### src/rtl/alu_issue_ctrl.sv
// Serial issue controller for an external combinational ALU: decode, operand read, execute, writeback.
// Optional ALU_PERF_EN macro adds a saturating 16-bit completed-op counter (perf_ops).
module alu_issue_ctrl #(
  parameter int DATA_W   = 20,
  parameter int INSTR_W  = 14,
  parameter int NUM_REGS = 8
) (
  input  logic               clk,
  input  logic               rst,
  input  logic               instr_valid,
  output logic               instr_ready,
  input  logic [INSTR_W-1:0] instr,
  output logic [INSTR_W-1:0] alu_instruction,
  output logic [DATA_W-1:0]  alu_a,
  output logic [DATA_W-1:0]  alu_b,
  input  logic [DATA_W-1:0]  alu_result,
  output logic               done_valid,
  output logic [2:0]         done_rd,
  output logic [DATA_W-1:0]  done_data,
  input  logic               ext_wr_en,
  input  logic [2:0]         ext_wr_addr,
  input  logic [DATA_W-1:0]  ext_wr_data,
  output logic               ext_wr_ready,
  input  logic [2:0]         dbg_addr,
  output logic [DATA_W-1:0]  dbg_data
`ifdef ALU_PERF_EN
  ,
  output logic [15:0]        perf_ops
`endif
);

  typedef enum logic [1:0] {IDLE, READ, EXEC, WB} state_t;

  state_t              state_q, state_d;
  logic [DATA_W-1:0]   regs_q [NUM_REGS];
  logic [INSTR_W-1:0]  instr_q;
  logic [DATA_W-1:0]   a_q, b_q, data_q;
  logic [2:0]          rd_q;
  logic [2:0]          rd, rs1, rs2;
  logic [DATA_W-1:0]   rs1_val, rs2_val;
  logic                accept, ext_commit;

  assign rd  = instr_q[9:7];
  assign rs1 = instr_q[6:4];
  assign rs2 = instr_q[3:1];

  // r0 reads as zero regardless of storage
  assign rs1_val  = (rs1 == 3'd0) ? '0 : regs_q[rs1];
  assign rs2_val  = (rs2 == 3'd0) ? '0 : regs_q[rs2];
  assign dbg_data = (dbg_addr == 3'd0) ? '0 : regs_q[dbg_addr];

  assign instr_ready     = (state_q == IDLE);
  assign ext_wr_ready    = (state_q == IDLE);
  assign accept          = instr_valid & instr_ready;
  assign ext_commit      = ext_wr_en & ext_wr_ready;
  assign done_valid      = (state_q == WB);
  assign done_rd         = rd_q;
  assign done_data       = data_q;
  assign alu_instruction = instr_q;
  assign alu_a           = a_q;
  assign alu_b           = b_q;

  always_ff @(posedge clk or posedge rst) begin
    if (rst) state_q <= IDLE;
    else     state_q <= state_d;
  end

  always_comb begin
    state_d = state_q;
    case (state_q)
      IDLE:    if (accept) state_d = READ;
      READ:    state_d = EXEC;
      EXEC:    state_d = WB;
      WB:      state_d = IDLE;
      default: state_d = IDLE;
    endcase
  end

  always_ff @(posedge clk or posedge rst) begin
    if (rst) begin
      instr_q <= '0;
      a_q     <= '0;
      b_q     <= '0;
      rd_q    <= '0;
      data_q  <= '0;
    end else begin
      if (accept) instr_q <= instr;
      if (state_q == READ) begin
        a_q <= rs1_val;
        b_q <= rs2_val;
      end
      // data_q doubles as the result register and the held done_data
      if (state_q == EXEC) begin
        rd_q   <= rd;
        data_q <= alu_result;
      end
    end
  end

  // External writes only land in IDLE and writeback only in WB, so they never collide
  always_ff @(posedge clk or posedge rst) begin
    if (rst) begin
      for (int i = 0; i < NUM_REGS; i++) regs_q[i] <= '0;
    end else if (ext_commit) begin
      if (ext_wr_addr != 3'd0) regs_q[ext_wr_addr] <= ext_wr_data;
    end else if (state_q == WB) begin
      if (rd_q != 3'd0) regs_q[rd_q] <= data_q;
    end
  end

`ifdef ALU_PERF_EN
  logic [15:0] perf_q;
  always_ff @(posedge clk or posedge rst) begin
    if (rst)                                 perf_q <= '0;
    else if (done_valid && perf_q != 16'hFFFF) perf_q <= perf_q + 16'd1;
  end
  assign perf_ops = perf_q;
`endif

endmodule

### config.mk
export PLATFORM = sky130hd
export DESIGN_NAME = alu_issue_ctrl
export DESIGN_NICKNAME = d
export VERILOG_FILES = /design/src/rtl/alu_issue_ctrl.sv
export SDC_FILE = /design/constraint.sdc
export NUM_CORES = 1
export LEC_CHECK = 0
export BUFFER_PORTS_ARGS = -buffer_cell sky130_fd_sc_hd__clkbuf_2
export CAP_MARGIN = 20
export CELL_PAD_IN_SITES_DETAIL_PLACEMENT = 1
export CELL_PAD_IN_SITES_GLOBAL_PLACEMENT = 2
export CORE_UTILIZATION = 38
export DETAILED_ROUTE_END_ITERATION = 12
export HOLD_SLACK_MARGIN = 0.08
export PLACE_DENSITY = 0.92
export SYNTH_ARGS = -nofsm -noshare
export SYNTH_HDL_FRONTEND = slang
export SYNTH_SLANG_ARGS = --single-unit
export TNS_END_PERCENT = 30
### constraint.sdc
create_clock -name clk -period 6.85 [get_ports clk]
set_input_delay 0 -clock clk [delete_from_list [all_inputs] [get_ports clk]]
set_output_delay 0 -clock clk [all_outputs]
set_load 0.02 [all_outputs]
==> Word-level counts from Yosys, hierarchy flattened <==
Index checks and enable logic that the tools add are counted.
W data, S select, Z words.
{ "classes": {"n_reduce_logical": 11, "add_sub_neg": 0, "n_lt_le_gt_ge": 7, "n_mux": 24, "n_div": 0, "n_bitwise": 7, "n_mul": 0, "n_shift": 0, "eq_ne": 5} }
{ "ops": {"columns": ["cell", "count"], "rows": [
  ["$mux W160", 4],
  ["$bwmux W160", 2],
  ["$mux W20", 11],
  ["$bmux W20 S3", 3],
  ["$demux W20 S3", 2],
  ["$ge A4 B4 Y1 const B", 5],
  ["$not A3 Y4", 5],
  ["$logic_not A3 Y1", 3],
  ["$lt A4 B1 Y1 const B", 2],
  ["$pmux W2 S4", 1],
  ["$reduce_bool A3 Y1", 2],
  ["$eq A2 B2 Y1 const B", 2],
  ["$ne A2 B1 Y1 const B", 2],
  ["$reduce_bool A2 Y1", 2],
  ["$reduce_and A3 Y1", 1],
  ["$and A1 B1 Y1", 2],
  ["$eq A2 B1 Y1 const B", 1],
  ["$logic_and A1 B1 Y1", 2],
  ["$logic_not A2 Y1", 1],
  ["$mux W2", 1]
]} }
{ "totals": {"mem_bits_ro": 0, "ff_bits": 239, "ram_bits": 0, "n_memories": 0, "latch_bits": 0, "elab_cells": 68, "inputBits": 64} }

==> Depth between registers and ports, before layout <==
{ "logic_depth": {"ltp_word": 9, "depth_mapped": 8} }

==> Least setup slack after synthesis <==
No wires, ideal clock.
{ "synth_timing": {"path_type": "reg-to-reg", "startpoint": "register state_q[0]", "endpoint": "register regs_q[82] (netlist bit)", "arrival_ps": 1877, "path_slack_ps": 4854, "n_path_buf": 2, "setup_time_ps": 119, "path_stages_with_launch": 9, "cell_sequence": "dfrtp_1 -> inv_1 -> ha_1 -> nand3b_1 -> clkbuf_1 -> buf_2 -> nor3_1 -> o22ai_1 -> o21a_1"} }
{ "synth_via": {"elab_chain_cells": 4, "elab_cells_between_ends": 8, "classes_between": "eq/ne: 2; mux: 1; bitwise: 1; reduce/logical: 4"} }
{ "synth_lines": {"columns": ["element", "line_no", "rtl"], "rows": [
  ["start, declared", "34", "state_t state_q, state_d;"],
  ["start signal, assigned", "65", "else state_q <= state_d;"],
  ["$logic_not A2 Y1 (*)", "53", "assign ext_wr_ready = (state_q == IDLE);"],
  ["net ext_wr_ready", "23", "output logic ext_wr_ready,"],
  ["$and A1 B1 Y1 (*)", "55", "assign ext_commit = ext_wr_en & ext_wr_ready;"],
  ["$ne A2 B1 Y1 (no line) / $reduce_bool A2 Y1 (equally long branches)", null, null],
  ["$reduce_and A3 Y1 (no line)", null, null],
  ["end signal, assigned by index", "105", "if (ext_wr_addr != 3'd0) regs_q[ext_wr_addr] <= ext_wr_data;"],
  ["end signal, assigned by index", "107", "if (rd_q != 3'd0) regs_q[rd_q] <= data_q;"],
  ["end, declared", "35", "logic [DATA_W-1:0] regs_q [NUM_REGS];"]
]} }
The timed path passes the listed nets; every way through them passes the cells marked *.
A chain may end at the register's enable or synchronous reset.

==> Worst setup path after layout <==
{ "layout_timing": {"startpoint": "register state_q[0]", "endpoint": "register regs_q[139] (netlist bit)"} }
{ "layout_via": {"elab_chain_cells": 4, "elab_cells_between_ends": 8, "classes_between": "eq/ne: 2; mux: 1; bitwise: 1; reduce/logical: 4"} }
{ "layout_lines": {"columns": ["element", "line_no"], "rows": [
  ["$logic_not A2 Y1", "53"],
  ["$and A1 B1 Y1", "55"],
  ["$ne A2 B1 Y1 (no line) / $reduce_bool A2 Y1 (equally long branches)", null],
  ["$reduce_and A3 Y1 (no line)", null]
]} }
Parallel ways exist; a longest one is shown, timed or not.

==> results.md <==
* DRC Markers at 0
* FF+latch area at 5480 sq um
* Met3 usage at 0.0640
* Final setup viols at 0
* Final std cells w/o fill at 1882
* Fin nets at 1481
* Global-route wire length before repair at 80000 microns
* Synth top area share at 0.419
* Yosys cell types at 43
* Setup TNS at 0 ps
* Max Fclk at 0.295 GHz
* Max transition margin at 0.187
* Wire per inst at 27.7 microns
* Sink Count at 219
* Clk_skew at 9.71 ps
* Tmin final at 3390 ps
* Cell with the most instances after synthesis: dfrtp_1
* Largest net degree at the start of global routing at 106
* Mapped Area at 13100 sq um
* Detail Placement HPWL at 33300 microns
* Most used routing layer in global routing: met2
* Detailed-route via count at 12300
* CTS H-tree lvls at 1
* DR pass1 iterations at 5
* Die area at 35200 sq um
* Vias in the first global route at 12600
* # fillers at 3759
* Synth Area per Inst at 10.3 sq um
* Worst-path cell chain: inv_1 > ha_1 > nand2_1 > buf_4 > and3_1 > or2_1 > a31oi_1
* RD Place Congestion at 0.852
* Share of layout cells above drive strength 1 at 0.281
* CP max stage delay at 940 ps
* Die height at 188 microns
* Grt met2 use at 0.446
* I/O pin cnt at 164
* Critical Path Slowest Stage Cell: and3_1
* Pwr Total at 8.77 mW
* Routed wire length at 52100 microns
* Total CTS buffers at 28
* Period utilization at 0.494
* Status: finished clean
* Area Growth Syn to Fin at 20.2%
* Worst vdd ir at 0.356 mV
* EDFF count, synth at 0
* Kind of critical path: reg -> reg
* Row count at 67
* Overall routing resource usage at 0.294
* Worst path required time at 7240 ps
* Sequential fraction of the synthesis area at 0.419
* Setup crit end kind: register
* Top cells by count, synth: 219 x dfrtp_1, 135 x o22ai_1, 122 x nor3_1
* Fin area at 15700 sq um
* Placed Cells at 1769
* Max-Cap Viols at 0
* Multi-input logic area at 7000 sq um
* I/O Buffers at 163
* Worst-Margin Slew at 1220 ps
* Flops & latches, synth at 219
* Antenna viol nets, final at 0
* WHS at 162 ps
* Vias/cell at 6.53
* Yosys warns at 0
* Clk Latency, worst-skew pair at 560 ps
* Worst-case clock buffer depth at 3
* Crit path DAT at 3770 ps
* Startpoint types: register
* Starting Density at 0.388
* Post-DP Area at 14100 sq um
* Area contributors post-synth: dfrtp_1 42%, mux2_2 8.7%, o21a_1 6.7%
* Final slew viol count at 0
* CTS resizes at 0
* TritonCTS clock tree: yes
* Ys flop type: dfrtp_1
* RSZ-0062 raised after global routing: false
* Crit path max fanout at 42
* Met1 Use GR at 0.416
* PwrDens at 557 nW/um^2
* Die Width at 188 microns
* Hold Violations, Final at 0
* Post-synth ARST share at 1.00
* P_leak at 6.39 nW
* Cells after synthesis at 1269
* Syn nets at 1338
* Clock Pin Slew Worst Setup and Hold Paths at 60 ps
* CTS root buf: clkbuf_16
* Violation count after the first detailed-route iteration at 1303
* Core area at 33700 sq um
* Hold crit path type: in -> reg
* Grt ovf at 0
* Synth area leader: dfrtp_1
* Initial antenna violation count at 0
## metal layers
layer	part of all wire	wire [microns]
met5	0	0
met4	0.025	1320
met3	0.097	5060
met2	0.44	23100
met1	0.44	22700
## area by class of cell
class                      instances  share of cell area
multi-input combinational        895               0.445
sequential                       219               0.348
timing repair buffer             246               0.103
clock buffer                      39              0.0530
tap                              448              0.0356
clock inverter                    12             0.00946
inverter                          22             0.00572
antenna                            1            0.000159
## worst max-delay path, delay by kind of cell (launching register included)
| family | cells | cell delay [ps] |
|---|---|---|
| AO/OA/AOI/OAI | 1 | 150 |
| adder cells (fa/ha/maj) | 1 | 300 |
| buffers and inverters | 2 | 480 |
| flip-flops | 1 | 390 |
| AND/OR/NAND/NOR | 3 | 1870 |
## cell usage in the layout, fill, tap and decap left out, types with 20 or more instances in the layout
master,instances
dfrtp_1,217
clkbuf_2,163
o22ai_1,135
nor3_1,121
o21a_1,117
mux2_2,101
mux2i_1,80
dlygate4sd3_1,56
a221oi_1,47
a21oi_1,41
nor2_1,38
nand2_1,36
clkbuf_16,29
mux4_2,22
buf_4,22
inv_1,21
nand3_1,20
a2bb2oi_2,20
o21ai_0,20
## final timing paths
kind	start	to	slack [ps]	cells after the start
max reg2reg	state_q[0]	regs_q[139]	3460	7
max	state_q[0]	regs_q[139]	3460	7
min in group asynchronous	rst	done_data[13]	170	3
min reg2reg	alu_b[15]	alu_b[15]	500	1
min	ext_wr_en	regs_q[78]	160	5
max in group asynchronous	rst	regs_q[8]	5290	4
## flip-flops by register name, indices dropped and copies added (netlist names)
register / count
regs_q: 140
alu_a: 20
alu_b: 20
done_data: 20
alu_instruction: 14
done_rd: 3
state_q: 2
## cell families (layout without fill, tap and decap cells)
group / count (synthesis) / in the layout / synth area share
compound gates: 433 / 433 / 0.243
fa+ha+maj: 5 / 5 / 0.00478
other cells: 0 / 1 / 0
flops: 219 / 219 / 0.419
mux: 203 / 203 / 0.186
simple gates: 254 / 254 / 0.0956
buf+inv: 155 / 319 / 0.0525
## metrics by stage
step,setup WS [ps],util
3_5_place_dp,3530,0.419
4_1_cts,3490,0.465
5_1_grt,3360,0.467
2_1_floorplan,857,-
3_3_place_gp,3640,0.419
6_report,3460,0.467
## repair_timing
item,in CTS,in global routing
hold buffers,56,0
setup buffers,0,0
hold endpoints to repair,264,0
## power breakdown
group / switching, mW / leakage, nW / internal, mW / total (mW)
combinational: 2.44 / 3.34 / 1.84 / 4.28
sequential: 0.938 / 2.56 / 1.98 / 2.92
clock: 0.610 / 0.486 / 0.959 / 1.57
(Power assumes the default switching activity.)
